$ cat src/rtl/beep_pkg.sv
// Shared definitions for the buzzer pattern player: FSM encoding,
// default timing for a 50 MHz clock, and a counter-width helper.
package beep_pkg;

    // Pattern player states.
    typedef enum logic [1:0] {
        IDLE = 2'd0,
        ON   = 2'd1,
        OFF  = 2'd2
    } state_e;

    // Default timing constants for a 50 MHz clk.
    localparam int unsigned CLK_HZ        = 50_000_000;
    localparam int unsigned DEF_TONE_HALF = 25_000;     // 1 kHz tone
    localparam int unsigned DEF_ON_CYC    = 5_000_000;  // 100 ms burst
    localparam int unsigned DEF_OFF_CYC   = 5_000_000;  // 100 ms gap
    localparam int unsigned DEF_BEEP_NUM  = 3;

    // Bits needed to hold 0..n-1, never less than one.
    function automatic int unsigned cnt_width(input int unsigned n);
        return (n > 1) ? $clog2(n) : 1;
    endfunction

endpackage : beep_pkg

$ cat src/rtl/tone_gen.sv
// Square-wave divider for the buzzer. While en is high the output starts
// at 1 and toggles every TONE_HALF cycles; en low forces 0 and clears
// the counter so the next enable starts a fresh tone.
module tone_gen
    import beep_pkg::*;
#(
    parameter int unsigned TONE_HALF = DEF_TONE_HALF
) (
    input  logic clk,
    input  logic rst_n,
    input  logic en,
    output logic wave
);

    localparam int unsigned    CW       = cnt_width(TONE_HALF);
    localparam logic [CW-1:0]  CNT_LAST = CW'(TONE_HALF - 1);

    logic [CW-1:0] cnt_q, cnt_d;
    logic          wave_q, wave_d;
    logic          run_q, run_d;   // set once the first enabled edge has loaded wave=1

    // Next-state logic of the divider.
    always_comb begin
        // NOTE: every _d gets its hold value first so no branch can leave one unassigned (no latch).
        cnt_d  = cnt_q;
        wave_d = wave_q;
        run_d  = run_q;
        if (!en) begin
            cnt_d  = '0;
            wave_d = 1'b0;
            run_d  = 1'b0;
        end else if (!run_q) begin
            cnt_d  = '0;
            wave_d = 1'b1;
            run_d  = 1'b1;
        end else if (cnt_q == CNT_LAST) begin
            cnt_d  = '0;
            wave_d = ~wave_q;
        end else begin
            cnt_d  = cnt_q + 1'b1;
        end
    end

    // Divider registers.
    always_ff @(posedge clk or negedge rst_n) begin
        if (!rst_n) begin
            cnt_q  <= '0;
            wave_q <= 1'b0;
            run_q  <= 1'b0;
        end else begin
            // NOTE: non-blocking so every register samples pre-edge values.
            cnt_q  <= cnt_d;
            wave_q <= wave_d;
            run_q  <= run_d;
        end
    end

    assign wave = wave_q;

endmodule : tone_gen

$ cat src/rtl/beep_pattern.sv
// Plays BEEP_NUM tone bursts of ON_CYC cycles separated by OFF_CYC cycles
// of silence for each accepted key_flag. Triggers arriving while a pattern
// is playing are dropped.
module beep_pattern
    import beep_pkg::*;
#(
    parameter int unsigned TONE_HALF = DEF_TONE_HALF,
    parameter int unsigned ON_CYC    = DEF_ON_CYC,
    parameter int unsigned OFF_CYC   = DEF_OFF_CYC,
    parameter int unsigned BEEP_NUM  = DEF_BEEP_NUM
) (
    input  logic clk,
    input  logic rst_n,
    input  logic key_flag,
    output logic beep,
    output logic busy
);

    localparam int unsigned   PHASE_MAX  = (ON_CYC > OFF_CYC) ? ON_CYC : OFF_CYC;
    localparam int unsigned   PW         = cnt_width(PHASE_MAX);
    localparam int unsigned   BW         = cnt_width(BEEP_NUM);
    localparam logic [PW-1:0] ON_LAST    = PW'(ON_CYC - 1);
    localparam logic [PW-1:0] OFF_LAST   = PW'(OFF_CYC - 1);
    localparam logic [BW-1:0] BURST_LAST = BW'(BEEP_NUM - 1);

    state_e        state_q, state_d;
    logic [PW-1:0] phase_q, phase_d;   // cycles spent in the current ON/OFF phase
    logic [BW-1:0] burst_q, burst_d;   // bursts already completed in this pattern
    logic          busy_q, busy_d;
    logic          tone_en;

    // Next-state, phase and burst bookkeeping.
    always_comb begin
        state_d = state_q;
        phase_d = phase_q;
        burst_d = burst_q;
        unique case (state_q)
            IDLE: begin
                if (key_flag) begin
                    state_d = ON;
                    phase_d = '0;
                    burst_d = '0;
                end
            end
            ON: begin
                if (phase_q == ON_LAST) begin
                    phase_d = '0;
                    if (burst_q == BURST_LAST) begin
                        state_d = IDLE;   // last burst: no trailing silence
                        burst_d = '0;
                    end else begin
                        state_d = OFF;
                        burst_d = burst_q + 1'b1;
                    end
                end else begin
                    phase_d = phase_q + 1'b1;
                end
            end
            OFF: begin
                if (phase_q == OFF_LAST) begin
                    state_d = ON;
                    phase_d = '0;
                end else begin
                    phase_d = phase_q + 1'b1;
                end
            end
            default: begin
                state_d = IDLE;
                phase_d = '0;
                burst_d = '0;
            end
        endcase
        // Outputs are registered from the next state so they appear on the entry edge.
        busy_d  = (state_d != IDLE);
        tone_en = (state_d == ON);
    end

    // FSM and counter registers.
    always_ff @(posedge clk or negedge rst_n) begin
        if (!rst_n) begin
            state_q <= IDLE;
            phase_q <= '0;
            burst_q <= '0;
            busy_q  <= 1'b0;
        end else begin
            state_q <= state_d;
            phase_q <= phase_d;
            burst_q <= burst_d;
            busy_q  <= busy_d;
        end
    end

    tone_gen #(
        .TONE_HALF (TONE_HALF)
    ) u_tone_gen (
        .clk   (clk),
        .rst_n (rst_n),
        .en    (tone_en),
        .wave  (beep)
    );

    assign busy = busy_q;

endmodule : beep_pattern

$ cat config.mk
export PLATFORM = sky130hd
export DESIGN_NAME = beep_pattern
export DESIGN_NICKNAME = d
export VERILOG_FILES = /design/src/rtl/beep_pkg.sv /design/src/rtl/tone_gen.sv /design/src/rtl/beep_pattern.sv
export SDC_FILE = /design/constraint.sdc
export NUM_CORES = 1
export LEC_CHECK = 0
export CELL_PAD_IN_SITES_DETAIL_PLACEMENT = 1
export CELL_PAD_IN_SITES_GLOBAL_PLACEMENT = 1
export CORE_ASPECT_RATIO = 0.8
export CORE_MARGIN = 1.5
export CORE_UTILIZATION = 44
export DETAILED_ROUTE_END_ITERATION = 8
export GPL_TIMING_DRIVEN = 0
export PLACE_DENSITY_LB_ADDON = 0.1
export REMOVE_ABC_BUFFERS = 1
export SETUP_SLACK_MARGIN = 0.5
export SYNTH_ARGS = -nofsm -noshare
export SYNTH_HDL_FRONTEND = slang
export SYNTH_SLANG_ARGS = --single-unit
$ cat constraint.sdc
create_clock -name clk -period 2.1 [get_ports clk]
set_clock_uncertainty 0.2 [all_clocks]
set_input_delay 0.315 -clock clk [delete_from_list [all_inputs] [get_ports clk]]
set_output_delay 0.315 -clock clk [all_outputs]
set_load 0.03 [all_outputs]
==> impl_results.md <==
- Storage element area: 1140 um^2
- IO Pins: 5
- Ys async rst share: 100%
- Distinct cell type count after synthesis: between 40 and 50
- Fillers: around 570
- Drt first pass iters: 4
- Area grow syn2layout: 43.0%
- Worst Setup SP: phase_q[6]
- Mean Syn Cell Area: 9.80 um^2
- Final Max Slew Viols: 0
- Seq cells post-synth: 45
- Multi-input gate area: 1780 um^2
- Max VDD drop: 0.000499 V
- Port bufs: 4
- Peak Freq: about 430 MHz
- Unrepaired setup endpoints after global routing: true
- Finished Layout Cells: 385
- Seq/Total Area, Yosys: 44.4%
- CTS root buf: clkbuf_8
- Worst slew pin tran: between 0.8 and 0.9 ns
- Worst EP required: 2.12 ns
- Worst-path clk slew: 0.09 ns
- Total Routing Usage GR: ~26%
- Iter 0 DRT Violations: 109
- Hold Vio Cnt, Final: 0
- CTS tree: yes
- Max layer used: met4
- Initial core utilization: 46.2%
- Detail Placement HPWL: around 4100 um
- WL/cell: about 22 um
- Met2 wire len: 4210 um
- Vias in the first global route: between 2000 and 2500
- Initial antenna violation count: 0
- CTS H-tree depth: 2
- Critical-path cell list: nor4b_4 > nand4_4 > buf_6 > mux2i_4 > nand2_4 > nor4_1
- Setup ws final: -0.243 ns
- Failing checks: setup timing
- Gpl congestion: 0.772
- Antenna cells: 0
- Leak Pwr: 1.46 nW
- RR Startpoint: phase_q[6]
- Most common cell in the netlist: dfrtp_1
- Die Y: 70.9 um
- Fin crit share: 112%
- Worst min path class: input port to asynchronous set/reset pin
- DIE WIDTH: a little under 90 um
- Number of synthesized flops with an enable pin: 0
- M1 WL: between 3000 and 4000 um
- Synth cell count leaders: dfrtp_1 (45), nor2_1 (31), xnor2_1 (26), nand2_1 (20), nor4_1 (19)
- Drt drc: 0
- Min Tclk post-route: 2.34 ns
- CP Launch Type: register
- Clock tree buffer depth: 2
- Slew HR: 44.5%
- Critical Path Max Stage Delay: about 0.46 ns
- First-pass GRT wire length: approximately 12000 um
- Max cap viols: 0
- TritonCTS buffer count: 5
- Routed WL: 8550 um
- Final setup viols: 39
- Sink Count: 45
- Crit path DAT: 2.36 ns
- CP endpoint kind: register
- Syn. warnings: 0
- Tot Pwr: 2.82 mW
- Synth top area cells: dfrtp_1 (44%), xnor2_1 (9.0%), nor4_1 (4.7%)
- CP max FO: 6
- Critical path's slowest cell: dfrtp_2
- Area share of the largest cell type after synthesis: between 40% and 50%
- # rows: 24
- Most used DFF post-synth: dfrtp_1
- Outcome: complete, but fails checks
- Via count: ~2300
- Crit path kind: register to register
- Via-per-instance ratio: 5.90
- Die area: 6240 um^2
- Fin nets: 315
- Synthesized cell area: 2540 um^2
- Met3 wire len: 260 um
- PD cells: 778 nW/um^2
- Synth Instances: between 200 and 300
- Clk Latency, worst-skew pair: 0.32 ns
- Remaining Overflow, GRT: 0
- Core Region: 5500 um^2
- Placed insts: between 300 and 400
- Largest net degree at the start of global routing: 38
- Antenna Violating Nets Remaining: 0
- Layout cells sized above 1: 36.8%
- Post-synth top area cell: dfrtp_1
[critical path, delay by kind of cell, from the launching register on]
kind                   cells  cell delay [ns]
flip-flops                 1             0.46
buffers and inverters      1             0.18
multiplexers               1             0.30
AND/OR/NAND/NOR            4             1.09
[worst paths after layout]
kind,endpoint,slack [ns],cells after the start
worst min-delay path,u_tone_gen.cnt_q[13],0.19,2
max in group asynchronous,phase_q[13],1.02,3
worst min register to register,u_tone_gen.cnt_q[0],0.34,1
worst max-delay path,u_tone_gen.cnt_q[7],-0.24,6
worst max register to register,u_tone_gen.cnt_q[7],-0.24,6
min in group clk,u_tone_gen.cnt_q[0],0.34,1
[report_power, final]
part           internal [mW]  switching [mW]
registers              0.916          0.0519
logic                  0.495           0.638
clock network          0.389           0.334
[flip-flops by register name (all words and copies together), names as in the netlist]
name              flops
u_tone_gen.run_q      1
state_q               2
u_tone_gen.wave       1
u_tone_gen.cnt_q     15
busy                  1
phase_q              23
burst_q               2
[metrics by stage]
step	utilization, %	TNS (ns)	instance area (um^2)	setup WS (ns)	hold WS, ns
after global routing	66.1	-6.61	3630	-0.304	0.216
after floorplan	-	-0.0201	2500	-0.0201	-0.181
after detailed placement	48.3	-16.18	2650	-0.643	0.00445
after global placement	48.0	-49.67	2640	-0.799	0.279
final	66.1	-4.17	3630	-0.243	0.185
after CTS	58.1	-1.92	3190	-0.129	0.204
[cell type report]
type	count	area share (%)
tap	78	2.69
timing repair buffer	46	12.7
sequential	45	31.3
clock inverter	1	0.827
multi-input combinational	198	49.0
clock buffer	7	2.38
inverter	10	1.03
[placed cells by master (no fill, tap or decap), types with 3 or more instances in the layout]
cell      instances
nor3_1            8
and3_1            3
nand3_1           8
buf_6             9
dfrtp_2           9
a21oi_1           3
nor4_1            4
dfrtp_1          36
nand4_1           9
buf_12            6
o21ai_0           9
a22o_1            3
buf_4            25
xnor2_1          26
nor4_4           17
xor2_1            5
nand2_1          18
ha_1              3
nor2_1           29
clkbuf_8          6
inv_1            10
[cell families (layout without fill, tap and decap cells)]
| kind of cell | count (synthesis) | after routing | share of synthesized area, % |
|---|---|---|---|
| flip-flops | 45 | 45 | 44.4 |
| AND/OR/NAND/NOR | 131 | 132 | 30.5 |
| buffers and inverters | 17 | 64 | 2.96 |
| adder cells (fa/ha/maj) | 6 | 6 | 2.96 |
| multiplexers | 3 | 3 | 1.23 |
| XOR/XNOR | 31 | 31 | 10.7 |
| AO/OA/AOI/OAI | 26 | 26 | 7.30 |
[metal layers]
layer,global-route usage (%),vias to the layer above
met4,7.94,0
li1,-,1023
met5,0,-
met2,39.8,40
met3,4.20,16
met1,37.8,1193
[repair_timing]
item                                    4_1_cts  5_1_grt
hold endpoints to repair                     45        0
buffers inserted                             21       18
endpoints found under the setup margin       47       46
pin swaps                                    10       25
hold buffers                                  1        0
gates resized for setup                      45       54
gates cloned                                  1        1
Note: power is estimated with default switching activity, not from simulation.
